## src/rtl/disp_axi_pkg.sv

```systemverilog
// Shared types and fixed AXI read attributes for the display read path.
package disp_axi_pkg;

    typedef enum logic [1:0] {
        ST_IDLE = 2'd0,
        ST_ADDR = 2'd1,
        ST_DATA = 2'd2
    } state_e;

    // Fixed burst attributes driven on the M_AXI_AR* side by the top level.
    localparam logic [2:0] AXI_ARSIZE  = 3'b011;   // 8-byte beats
    localparam logic [1:0] AXI_ARBURST = 2'b01;    // INCR
    localparam logic [3:0] AXI_ARCACHE = 4'b0011;

endpackage

```

## src/rtl/disp_rr_pick.sv

```systemverilog
// Two-way request picker: strict port-0 priority, or alternate on contention.
module disp_rr_pick #(
    parameter int C_PRIO0 = 1
) (
    input  logic [1:0] req_i,
    input  logic       last_i,   // 1: port 1 owned the previous burst
    output logic [1:0] win_o
);

    always_comb begin
        win_o = req_i;
        if (&req_i) win_o = ((C_PRIO0 != 0) || last_i) ? 2'b01 : 2'b10;
    end

endmodule

```

## src/rtl/disp_axi_rdarb.sv

```systemverilog
// Two-requester arbiter for the display AXI read channel: one burst in flight,
// R beats routed to the owner only, sticky flag on RLAST/length disagreement.
module disp_axi_rdarb
    import disp_axi_pkg::*;
#(
    parameter int C_ADDR_WIDTH = 32,
    parameter int C_DATA_WIDTH = 64,
    parameter int C_PRIO0      = 1
) (
    input  logic                    ACLK,
    input  logic                    ARST,
    input  logic [C_ADDR_WIDTH-1:0] S0_ARADDR,
    input  logic [7:0]              S0_ARLEN,
    input  logic                    S0_ARVALID,
    output logic                    S0_ARREADY,
    output logic                    S0_RVALID,
    output logic                    S0_RLAST,
    input  logic                    S0_RREADY,
    input  logic [C_ADDR_WIDTH-1:0] S1_ARADDR,
    input  logic [7:0]              S1_ARLEN,
    input  logic                    S1_ARVALID,
    output logic                    S1_ARREADY,
    output logic                    S1_RVALID,
    output logic                    S1_RLAST,
    input  logic                    S1_RREADY,
    output logic [C_DATA_WIDTH-1:0] S_RDATA,
    output logic [C_ADDR_WIDTH-1:0] M_ARADDR,
    output logic [7:0]              M_ARLEN,
    output logic                    M_ARVALID,
    input  logic                    M_ARREADY,
    input  logic [C_DATA_WIDTH-1:0] M_RDATA,
    input  logic                    M_RLAST,
    input  logic                    M_RVALID,
    output logic                    M_RREADY,
    output logic [1:0]              GRANT,
    output logic                    LEN_ERR,
    input  logic                    LEN_ERR_CLR
);

    state_e                  state_q, state_d;
    logic [1:0]              grant_q, grant_d;
    logic [C_ADDR_WIDTH-1:0] addr_q, addr_d;
    logic [7:0]              len_q, len_d;
    logic                    arvalid_q, arvalid_d;
    logic                    last_q, last_d;
    logic [8:0]              cnt_q, cnt_d;
    logic                    err_q, err_d;
    logic [1:0]              win;
    logic                    in_addr, in_data, sel_rready, beat, err_set;

    disp_rr_pick #(.C_PRIO0(C_PRIO0)) u_pick (
        .req_i  ({S1_ARVALID, S0_ARVALID}),
        .last_i (last_q),
        .win_o  (win)
    );

    assign in_addr    = (state_q == ST_ADDR);
    assign in_data    = (state_q == ST_DATA);
    assign sel_rready = (grant_q[0] & S0_RREADY) | (grant_q[1] & S1_RREADY);
    assign beat       = in_data & M_RVALID & sel_rready;

    assign S0_ARREADY = in_addr & grant_q[0] & arvalid_q & M_ARREADY;
    assign S1_ARREADY = in_addr & grant_q[1] & arvalid_q & M_ARREADY;
    assign S0_RVALID  = in_data & grant_q[0] & M_RVALID;
    assign S1_RVALID  = in_data & grant_q[1] & M_RVALID;
    assign S0_RLAST   = in_data & grant_q[0] & M_RLAST;
    assign S1_RLAST   = in_data & grant_q[1] & M_RLAST;
    assign S_RDATA    = M_RDATA;
    assign M_RREADY   = in_data & sel_rready;
    assign M_ARADDR   = addr_q;
    assign M_ARLEN    = len_q;
    assign M_ARVALID  = arvalid_q;
    assign GRANT      = grant_q;
    assign LEN_ERR    = err_q;

    always_comb begin
        state_d   = state_q;
        grant_d   = grant_q;
        addr_d    = addr_q;
        len_d     = len_q;
        arvalid_d = arvalid_q;
        last_d    = last_q;
        cnt_d     = cnt_q;
        err_set   = 1'b0;
        case (state_q)
            ST_IDLE: if (|win) begin
                grant_d   = win;
                addr_d    = win[0] ? S0_ARADDR : S1_ARADDR;
                len_d     = win[0] ? S0_ARLEN : S1_ARLEN;
                arvalid_d = 1'b1;
                cnt_d     = '0;
                state_d   = ST_ADDR;
            end
            ST_ADDR: if (M_ARREADY) begin
                arvalid_d = 1'b0;
                state_d   = ST_DATA;
            end
            ST_DATA: if (beat) begin
                cnt_d = cnt_q + 9'd1;
                if (M_RLAST) begin
                    err_set = (cnt_q != {1'b0, len_q});
                    last_d  = grant_q[1];
                    grant_d = 2'b00;
                    state_d = ST_IDLE;
                end else if (cnt_q >= {1'b0, len_q}) begin
                    // Overrun: keep routing until the slave ends the burst.
                    err_set = 1'b1;
                end
            end
            default: state_d = ST_IDLE;
        endcase
        err_d = err_set | (err_q & ~LEN_ERR_CLR);
    end

    always_ff @(posedge ACLK) begin
        if (ARST) begin
            state_q   <= ST_IDLE;
            grant_q   <= 2'b00;
            addr_q    <= '0;
            len_q     <= '0;
            arvalid_q <= 1'b0;
            last_q    <= 1'b1;
            cnt_q     <= '0;
            err_q     <= 1'b0;
        end else begin
            state_q   <= state_d;
            grant_q   <= grant_d;
            addr_q    <= addr_d;
            len_q     <= len_d;
            arvalid_q <= arvalid_d;
            last_q    <= last_d;
            cnt_q     <= cnt_d;
            err_q     <= err_d;
        end
    end

endmodule

```

## config.mk

```make
export PLATFORM = sky130hd
export DESIGN_NAME = disp_axi_rdarb
export DESIGN_NICKNAME = d
export VERILOG_FILES = /design/src/rtl/disp_axi_pkg.sv /design/src/rtl/disp_rr_pick.sv /design/src/rtl/disp_axi_rdarb.sv
export SDC_FILE = /design/constraint.sdc
export NUM_CORES = 1
export LEC_CHECK = 0
export ABC_AREA = 1
export CAP_MARGIN = 10
export CORE_AREA = 5 5 101 103
export CTS_BUF_LIST = sky130_fd_sc_hd__clkbuf_4
export CTS_CLUSTER_SIZE = 24
export DETAILED_ROUTE_END_ITERATION = 8
export DIE_AREA = 0 0 106 108
export DONT_BUFFER_PORTS = 1
export SLEW_MARGIN = 10
export SYNTH_ARGS = -nofsm -noshare
export SYNTH_HDL_FRONTEND = slang
export SYNTH_SLANG_ARGS = --single-unit
```

## constraint.sdc

```tcl
create_clock -name ACLK -period 1.3 [get_ports ACLK]
set_input_delay 0.065 -clock ACLK [delete_from_list [all_inputs] [get_ports ACLK]]
set_output_delay 0.065 -clock ACLK [all_outputs]
set_load 0.005 [all_outputs]
```

==> results of run 1 <==
-- synthesized netlist by cell type (all sizes together) --
master | count | area (um^2)
a21oi | 95 | 475
a31oi | 1 | 6.26
buf | 80 | 576
clkbuf | 7 | 26.3
dfxtp | 55 | 1100
ha | 9 | 113
inv | 74 | 280
nand2 | 36 | 143
nand3 | 11 | 67.6
nand3b | 3 | 22.5
nand4 | 4 | 25.0
nor2 | 61 | 255
nor4 | 4 | 31.3
o21ai | 45 | 236
o22ai | 2 | 18.8
-- what timing repair did --
item,CTS,global route
cloned,1,2
hold buffers,85,0
pin swaps,12,14
setup buffers,7,8
endpoints found under the hold margin,55,0
setup endpoints to repair,15,56
gates resized for setup,38,36
-- power breakdown --
part | internal, mW | switching [mW] | leakage, nW | total (mW)
Combinational | 0.692 | 0.645 | 1.44 | 1.34
Clock | 0.416 | 0.591 | 0.0458 | 1.01
Sequential | 1.86 | 0.138 | 0.461 | 2.00
Total | 2.97 | 1.37 | 1.95 | 4.34
-- tightest hold or removal path, cell delays in order --
cell and delay (ps):
o21ai_4 80, inv_6 130, a21oi_1 90
-- metal layers --
layer | GRT usage [%] | part of all wire (%) | vias up
met5 | 0 | 0 | -
met4 | 6.94 | 2.9 | 0
met3 | 5.91 | 8.7 | 43
met2 | 30.2 | 51 | 151
met1 | 16.3 | 37 | 1482
li1 | - | - | 1604
-- final timing paths --
kind | startpoint | slack [ps] | endpoint
setup / recovery | state_q[0] | -100 | M_ARADDR[29]
hold / removal | S0_ARVALID | -3 | M_ARLEN[7]
setup reg to reg | state_q[0] | -100 | M_ARADDR[29]
hold reg to reg | M_ARVALID | 500 | M_ARVALID
-- kinds of logic (layout without fill, tap and decap cells) --
logic type,Yosys count,count (layout),share of synthesized area [%]
buffers and inverters,161,207,26.1
AO/OA/AOI/OAI,143,143,21.8
AND/OR/NAND/NOR,119,121,16.1
flip-flops,55,55,32.6
adder cells (fa/ha/maj),9,9,3.33
-- cell type report --
cell class	instances	area [um^2]	share of cell area (%)
clock buffers	5	37.5	0.830
clock inverters	3	47.5	1.05
inverters	74	285	6.31
multi-input cells	273	1630	36.1
flip-flops and latches	55	1130	25.0
well taps	111	139	3.07
repair buffers	125	1250	27.7
-- through the flow --
stage	setup slack, ps	cells	area (um^2)	power, mW	setup TNS (ps)
final	-96.1	646	4520	4.34	-2340
after global routing	-198	646	4520	4.60	-7230
after CTS	-77.3	636	4290	4.24	-1060
after detailed placement	-47.6	535	3110	2.79	-47.6
after global placement	-30.2	535	3110	2.77	-30.2
after floorplan	19.1	487	3380	2.77	0
-- flip-flops by register name (all words and copies together), names as in the netlist --
register	count
LEN_ERR	1
M_ARLEN	8
GRANT	2
cnt_q	9
M_ARADDR	32
M_ARVALID	1
state_q	2
==> summary.txt, run 1 <==
Die
  • Total core area: 9110 um^2
  • Die Ht: 108 um
  • IO Pins: 269
  • Cell Rows: 35
  • Starting density of the core: 37.1%
  • Die W: 106 um
  • Die area: 11400 um^2

Setup path
  • FF-to-FF path depth: 7
  • Critical Path, Cell by Cell: buf_4 > nor2_2 > o21ai_4 > inv_6 > buf_12 > o21ai_1 > a21oi_1
  • Crit-path max FO: 19
  • CP max stage cell: dfxtp_4
  • Slowest stage delay, CP: 390 ps
  • Levels on crit path: 7
  • Startpoint types: register
  • Crit end category: register
  • Worst setup path class: register to register
  • Worst Path Arrival: 1700 ps
  • WP data required: 1610 ps
  • Worst path buffer plus inverter count: 3
  • Crit-path leading delay family: buffers and inverters

Logic synthesis
  • Syn. warnings: 0
  • Register area share after synthesis: 32.6%
  • Post-Syn Instances: 487
  • Synthesized flop and latch total: 55
  • Syn_nets: 650
  • Synth cell types: 29
  • Syn_area_per_cell: 6.93 um^2
  • Post-Syn Area: 3380 um^2

Job
  • Maxcap violations: 0

Timing
  • Final Max Slew Viols: 0
  • Post-route setup slack: -96.1 ps
  • Fin crit share: 107%
  • Peak Freq: 0.716 GHz
  • Slew @ Worst Pin: 417 ps
  • Clock Skews: 18.8 ps
  • Unrepaired setup endpoints after global routing: yes
  • Final hold violation count: 1
  • Hold_ws: -3.45 ps
  • Tmin final: 1400 ps
  • Relative slew slack: 72.1%
  • Final setup fails: 53

Place
  • PortBufs: 0
  • Gpl congestion: 0.846
  • Final HPWL DP: 6040 um

Clocking
  • CTS tree: done
  • Num CTS Buffers: 5
  • Reg clk slew, reported paths: 190 ps
  • Clk_lat worst skew: 390 ps
  • Longest Clk Path Bufs: 2
  • Clock sink count: 55
  • H-tree depth: 2
  • CTS root buf: clkbuf_4

Finish
  • # fillers: 848
  • Layout area overhead: 33.9%
  • Commonest cells after routing, fill and taps aside: 91 x a21oi_1, 84 x dlygate4sd3_1, 64 x inv_1
  • Antenna diodes: 0
  • Commonest non-fill, non-tap cell in the layout: a21oi_1
  • Fraction of layout cells with a size suffix above 1: 20.9%
  • Nets@finish: 697
  • Post-layout util: 49.7%

Outcome
  • Failing checks: hold timing, setup timing
  • Status: finished, violations left

Pwr
  • Leak: 1.95 nW
  • Pwr Density: 961 nW/um^2
  • Max IR drop VDD: 539 uV

Routing
  • Routed vias: 3280
  • Avg WL per Cell: 15.7 um
  • DR vias/cell: 5.08
  • ANT nets after route: 0
  • Final wirelength: 10200 um
  • Drc violations: 0
  • Drt pass-1 iters: 4
  • 1st-iter DRT viols: 84

Hold path
  • WHS Path Cells: 3
  • Hold crit path type: input port to register

Global route
  • Initial antenna violation count: 0
  • GRT Util Overall: 16.2%
  • Largest net degree at the start of global routing: 53
  • Aggregate global routing overflow: 0
  • First-pass GRT wire length: 15100 um
  • Vias in the first global route: 3250
Power figures use the tool's default switching activity.
==> run 2: changes to the inputs <==
clock period = 1.4 ns   (was 1.3 ns; I/O delays follow)
==> run 2 against run 1 <==
The run ends with hold timing left. Clock skew about the same. Via count decreased by 1.4%. Sequential cell count unchanged. Register-to-register slack improved by 150 ps. Power decreased by 12%. Routed wire length decreased by 1.0%. Maximum frequency increased by 3.5%. Sequential share of layout area increased by 0.71 points. Largest cell class unchanged.
==> summary.txt, run 2 (synthesis gave the netlist of run 1 again) <==
Place
  • Gpl congestion: 0.804 (was 0.846)
  • Final HPWL DP: 6170 um (was 6040 um)
  • PortBufs: 0 (unchanged)
  • Placed cell area: 3070 um^2 (was 3110 um^2)

Pwr
  • Combinational power share: 31.8% (was 30.8%)
  • Sw Ratio: 31.9% (was 31.6%)
  • Clock power share: 19.2% (was 23.2%)
  • Flop pwr share: 49.0% (was 46.0%)
  • Max IR drop VDD: 463 uV (was 539 uV)
  • NetSw: 1.22 mW (was 1.37 mW)
  • Leak: 1.90 nW (was 1.95 nW)
  • Pwr Density: 873 nW/um^2 (was 961 nW/um^2)
  • Total power: 3.81 mW (was 4.34 mW)
  • Int Power: 2.60 mW (was 2.97 mW)

Die
  • Starting density of the core: 37.1% (unchanged)
  • Die area: 11400 um^2 (unchanged)
  • Cell Rows: 35 (unchanged)
  • Die Ht: 108 um (unchanged)
  • Die W: 106 um (unchanged)
  • IO Pins: 269 (unchanged)
  • Total core area: 9110 um^2 (unchanged)

Timing
  • Clock Skews: 18.7 ps (was 18.8 ps)
  • Unrepaired setup endpoints after global routing: yes (unchanged)
  • Tmin final: 1350 ps (was 1400 ps)
  • Slew @ Worst Pin: 298 ps (was 417 ps)
  • Relative slew slack: 80.0% (was 72.1%)
  • Final hold violation count: 14 (was 1)
  • Peak Freq: 0.741 GHz (was 0.716 GHz)
  • Final Max Slew Viols: 0 (unchanged)
  • Hold_ws: -262 ps (was -3.45 ps)
  • Fin crit share: 96.4% (was 107%)
  • Final setup fails: 0 (was 53)

Finish
  • Nets@finish: 684 (was 697)
  • Commonest non-fill, non-tap cell in the layout: a21oi_1 (unchanged)
  • Layout area overhead: 29.4% (was 33.9%)
  • Fraction of layout cells with a size suffix above 1: 17.0% (was 20.9%)
  • Post-route cell area: 4370 um^2 (was 4520 um^2)
  • Antenna diodes: 0 (unchanged)
  • Largest register FFs: 32 (unchanged)
  • Commonest cells after routing, fill and taps aside: 94 x a21oi_1, 81 x dlygate4sd3_1, 66 x inv_1 (was 91 x a21oi_1, 84 x dlygate4sd3_1, 64 x inv_1)
  • Multi-input logic area: 1560 um^2 (was 1630 um^2)
  • Register area: 1120 um^2 (was 1130 um^2)
  • # fillers: 851 (was 848)

Clocking
  • Reg clk slew, reported paths: 150 ps (was 190 ps)
  • Clk_lat worst skew: 380 ps (was 390 ps)
  • Num CTS Buffers: 5 (unchanged)
  • CTS root buf: clkbuf_4 (unchanged)
  • Clock sink count: 55 (unchanged)
  • Longest Clk Path Bufs: 2 (unchanged)
  • Hold-fix buffers at CTS: 81 (was 85)
  • CTS tree: done (unchanged)
  • H-tree depth: 2 (unchanged)

Global route
  • Vias in the first global route: 3293 (was 3250)
  • Aggregate global routing overflow: 0 (unchanged)
  • GRT Util Overall: 15.8% (was 16.2%)
  • Initial antenna violation count: 0 (unchanged)
  • First-pass GRT wire length: 14800 um (was 15100 um)
  • Largest net degree at the start of global routing: 82 (was 53)

Setup path
  • Crit end category: register (unchanged)
  • WP data required: 1680 ps (was 1610 ps)
  • Startpoint types: register (unchanged)
  • Worst Path Arrival: 1630 ps (was 1700 ps)
  • Worst setup path class: register to register (unchanged)
  • Crit-path max FO: 3 (was 19)

Routing
  • Routed vias: 3234 (was 3280)
  • Drc violations: 0 (unchanged)
  • Avg WL per Cell: 15.9 um (was 15.7 um)
  • ANT nets after route: 0 (unchanged)
  • 1st-iter DRT viols: 138 (was 84)
  • DR vias/cell: 5.11 (was 5.08)
  • Final wirelength: 10100 um (was 10200 um)
  • Drt pass-1 iters: 6 (was 4)

Hold path
  • Hold crit path type: input port to register (unchanged)

Outcome
  • Status: finished, violations left (unchanged)
  • Failing checks: hold timing (was hold timing, setup timing)

Job
  • Maxcap violations: 0 (unchanged)
-- run 2: critical path, stage by stage (launching register included) --
cell	delay (ps)
dfxtp_1	460
ha_4	230
nand2_1	80
inv_1	40
nand2_1	50
nand2_1	70
a21oi_1	110
nand4_1	90
nand2_1	70
a21oi_1	60
-- run 2: timing repair --
item                       in CTS  in global routing
hold endpoints to repair       55                 14
pin swaps                       1                 12
gates cloned                    0                  5
buffers inserted                1                 10
setup endpoints to repair       7                 45
resized for setup               8                 42
-- run 2: routing by layer --
metal  vias to the layer above  global-route usage (%)  routed length (um)
met1                      1473                    16.2                3800
met2                       153                    28.7                5160
met4                         0                    7.77                 295
met5                         -                       0                   0
met3                        36                    5.61                 806
li1                       1572                       -                   -
-- run 2: path summary, 6_finish.rpt --
kind	cells past startpoint	slack (ps)	to	start
setup / recovery	9	50	LEN_ERR	cnt_q[7]
hold / removal	1	-260	state_q[1]	ARST
setup reg to reg	9	50	LEN_ERR	cnt_q[7]
hold reg to reg	2	500	M_ARVALID	M_ARVALID
-- run 2: layout make-up --
| class | count | share of cell area, % |
|---|---|---|
| clock buffers | 6 | 1.03 |
| clock inverters | 2 | 0.286 |
| inverters | 74 | 6.53 |
| multi-input cells | 271 | 35.8 |
| flip-flops and latches | 55 | 25.7 |
| well taps | 111 | 3.18 |
| repair buffers | 114 | 27.5 |
-- run 2: power by group through the flow --
stage / Sequential [mW] / Clock [mW] / Combinational, mW
after floorplan: 1.86 / 0 / 0.704
after global placement: 1.89 / 0 / 0.682
after detailed placement: 1.89 / 0 / 0.704
after CTS: 1.86 / 0.768 / 0.933
after global routing: 1.89 / 0.843 / 1.34
final: 1.87 / 0.734 / 1.21
-- run 2: metrics by stage --
step	worst slack, ps	utilization (%)	TNS, ps	instances
2_1_floorplan	92.7	-	0	487
3_3_place_gp	64.0	33.7	0	528
3_5_place_dp	43.9	33.7	0	528
4_1_cts	-1.67	43.6	-1.67	618
5_1_grt	-37.7	48.0	-250	633
6_report	50.8	48.0	0	633
==> run 3: changes to the inputs <==
ABC_AREA = 0   (was 1)
==> run 3 against run 2 <==
The run ends with setup timing left. Clock skew down 5.2 ps. Synthesized cell count down 26%. Sequential cell count unchanged. Via count down 16%. Sequential share of layout area up 1.5 points. Power down 3.9%. First-iteration DRC count down 30%. Clock power down 0.7%. Die area unchanged. Global-route usage down 0.31 points. Register-to-register slack worse by 150 ps. Maximum frequency down 10%.
==> summary.txt, run 3 <==
Logic synthesis
  • Syn. warnings: 0 (unchanged)
  • Syn_nets: 524 (was 650)
  • Synth top cells by count: 65 x buf_4, 55 x dfxtp_1, 49 x nor2_1 (was 95 x a21oi_1, 70 x inv_1, 68 x buf_4)
  • EDFF count, synth: 0 (unchanged)
  • Post-Syn Instances: 361 (was 487)
  • Post-Syn Area: 3170 um^2 (was 3380 um^2)
  • Synthesized flop and latch total: 55 (unchanged)
  • Fraction of registers with async set/reset: 0% (unchanged)
  • Syn_area_per_cell: 8.78 um^2 (was 6.93 um^2)
  • Post-synth top area share: 34.8% (was 32.6%)
  • Synth area leader: dfxtp_1 (unchanged)
  • Register area share after synthesis: 34.8% (was 32.6%)
  • Main synth FF type: dfxtp_1 (unchanged)
  • Top-count cell post-synth: buf_4 (was a21oi_1)
  • Synth cell types: 36 (was 29)
  • Top cells by area, synth: dfxtp_1 35%, buf_4 15%, mux2i_1 13% (was dfxtp_1 33%, buf_4 15%, a21oi_1 14%)

Setup path
  • Worst setup path class: register to register (unchanged)
  • Crit path launch: M_ARLEN[3] (was cnt_q[7])
  • Reg2reg start: M_ARLEN[3] (was cnt_q[7])
  • Crit end category: register (unchanged)
  • WP data required: 1680 ps (about the same)
  • Crit-path max FO: 2 (was 3)
  • Startpoint types: register (unchanged)
  • Worst Path Arrival: 1780 ps (was 1630 ps)

Pwr
  • NetSw: 1.12 mW (was 1.22 mW)
  • Pwr Density: 893 nW/um^2 (was 873 nW/um^2)
  • Combinational power share: 29.2% (was 31.8%)
  • Max IR drop VDD: 579 uV (was 463 uV)
  • Total power: 3.66 mW (was 3.81 mW)
  • Int Power: 2.55 mW (was 2.60 mW)
  • Flop pwr share: 50.9% (was 49.0%)
  • Sw Ratio: 30.5% (was 31.9%)
  • Clock power share: 19.9% (was 19.2%)
  • Leak: 1.67 nW (was 1.90 nW)

Timing
  • Slew @ Worst Pin: 678 ps (was 298 ps)
  • Unrepaired setup endpoints after global routing: yes (unchanged)
  • Relative slew slack: 54.6% (was 80.0%)
  • Final setup fails: 1 (was 0)
  • Final hold violation count: 0 (was 14)
  • Final Max Slew Viols: 0 (unchanged)
  • Total negative slack: -99.2 ps (was 0 ps)
  • Post-route setup slack: -99.2 ps (was 50.8 ps)
  • Clock Skews: 13.5 ps (was 18.7 ps)
  • Tmin final: 1500 ps (was 1350 ps)
  • Fin crit share: 107% (was 96.4%)
  • Peak Freq: 0.667 GHz (was 0.741 GHz)

Place
  • Pre-CTS WS: -92.9 ps (was 43.9 ps)
  • Gpl congestion: 0.858 (was 0.804)
  • PortBufs: 0 (unchanged)
  • Placed cell area: 3030 um^2 (was 3070 um^2)
  • Final HPWL DP: 6020 um (was 6170 um)

Die
  • IO Pins: 269 (unchanged)
  • Die area: 11400 um^2 (unchanged)
  • Die Ht: 108 um (unchanged)
  • Total core area: 9110 um^2 (unchanged)
  • Starting density of the core: 34.8% (was 37.1%)
  • Cell Rows: 35 (unchanged)
  • Die W: 106 um (unchanged)

Global route
  • Vias in the first global route: 2803 (was 3293)
  • Largest net degree at the start of global routing: 50 (was 82)
  • Aggregate global routing overflow: 0 (unchanged)
  • Initial antenna violation count: 1 (was 0)
  • First-pass GRT wire length: 14300 um (was 14800 um)
  • GRT Util Overall: 15.5% (was 15.8%)

Finish
  • Nets@finish: 566 (was 684)
  • Antenna diodes: 0 (unchanged)
  • Layout area overhead: 29.5% (was 29.4%)
  • Commonest non-fill, non-tap cell in the layout: dlygate4sd3_1 (was a21oi_1)
  • Post-route cell area: 4100 um^2 (was 4370 um^2)
  • Post-layout util: 45.0% (was 48.0%)
  • # fillers: 866 (was 851)
  • Fraction of layout cells with a size suffix above 1: 18.1% (was 17.0%)
  • Commonest cells after routing, fill and taps aside: 84 x dlygate4sd3_1, 47 x nor2_1, 44 x dfxtp_1 (was 94 x a21oi_1, 81 x dlygate4sd3_1, 66 x inv_1)
  • Largest register FFs: 32 (unchanged)

Routing
  • Avg WL per Cell: 18.7 um (was 15.9 um)
  • Drt pass-1 iters: 4 (was 6)
  • DR vias/cell: 5.29 (was 5.11)
  • 1st-iter DRT viols: 97 (was 138)
  • Final wirelength: 9610 um (was 10100 um)
  • ANT nets after route: 0 (unchanged)
  • Drc violations: 0 (unchanged)
  • Routed vias: 2722 (was 3234)

Clocking
  • CTS root buf: clkbuf_4 (unchanged)
  • Num CTS Buffers: 5 (unchanged)
  • Clock sink count: 55 (unchanged)
  • Reg clk slew, reported paths: 170 ps (was 150 ps)
  • Clk_lat worst skew: 370 ps (was 380 ps)
  • Longest Clk Path Bufs: 2 (unchanged)
  • CTS tree: done (unchanged)
  • H-tree depth: 2 (unchanged)

Job
  • Maxcap violations: 0 (unchanged)

Hold path
  • Hold Crit Start: ARST (unchanged)
  • Hold crit path type: input port to register (unchanged)

Outcome
  • Status: finished, violations left (unchanged)
  • Failing checks: setup timing (was hold timing)
-- run 3: changes by cell type after synthesis, moves of 4 or more --
cell / before / now
or3_1: 0 / 4
and2_1: 0 / 5
o21ai_1: 42 / 0
mux2i_1: 0 / 42
nand2_1: 35 / 8
and3_1: 0 / 5
a21oi_1: 95 / 12
a211oi_1: 0 / 41
nor2_1: 58 / 49
inv_1: 70 / 9
-- run 3: area by class of cell --
class / instances / area [um^2] / share of cell area (%)
clock buffers: 6 / 45.0 / 1.10
inverters: 9 / 33.8 / 0.824
clock inverters: 2 / 12.5 / 0.305
repair buffers: 119 / 1210 / 29.5
flip-flops and latches: 55 / 1110 / 27.2
multi-input cells: 213 / 1550 / 37.7
well taps: 111 / 139 / 3.39
-- run 3: power by group through the flow --
stage | clock network, mW | logic (mW) | registers (mW)
detailed placement | 0 | 0.700 | 1.89
floorplan | 0 | 0.649 | 1.87
CTS | 0.772 | 0.958 | 1.86
global route | 0.826 | 1.17 | 1.89
finish | 0.729 | 1.07 | 1.87
global placement | 0 | 0.680 | 1.89
-- run 3: timing repair --
item,in CTS,in global routing
gates cloned,0,2
gates resized for setup,9,18
hold endpoints to repair,49,0
pin swaps,5,5
hold buffers,85,0
setup endpoints to repair,9,18
setup buffers,0,3
-- run 3: logic make-up after synthesis --
group	Yosys count	synth area share, %
simple gates	95	14.5
xor+xnor	1	0.277
buf+inv	93	19.2
compound gates	66	14.5
fa+ha+maj	9	3.55
mux	42	13.3
flops	55	34.8
-- run 3: layer usage --
metal | vias up | GRT usage (%) | share of wire (%)
li1 | 1295 | - | -
met1 | 1268 | 17.8 | 40
met2 | 135 | 27.1 | 48
met3 | 24 | 5.43 | 9.2
met4 | 0 | 5.00 | 2.0
met5 | - | 0 | 0
-- run 3: per-stage QoR --
step           hold slack (ps)  std cells
3_3_place_gp               140        417
6_report                  16.3        515
2_1_floorplan              221        361
4_1_cts                  0.760        510
3_5_place_dp               140        417
5_1_grt                   2.32        515
-- run 3: final timing paths --
| kind | cells after the start | slack [ps] | endpoint |
|---|---|---|---|
| worst min register to register | 2 | 530 | cnt_q[8] |
| worst max-delay path | 6 | -100 | LEN_ERR |
| worst max register to register | 6 | -100 | LEN_ERR |
| worst min-delay path | 2 | 20 | cnt_q[3] |
-- run 3: worst max-delay path: stages (launching register included) --
cell and delay (ps):
dfxtp_2 380, inv_2 50, ha_4 250, nand4_1 110, o211ai_1 170, o221ai_1 120
a2111oi_1 330
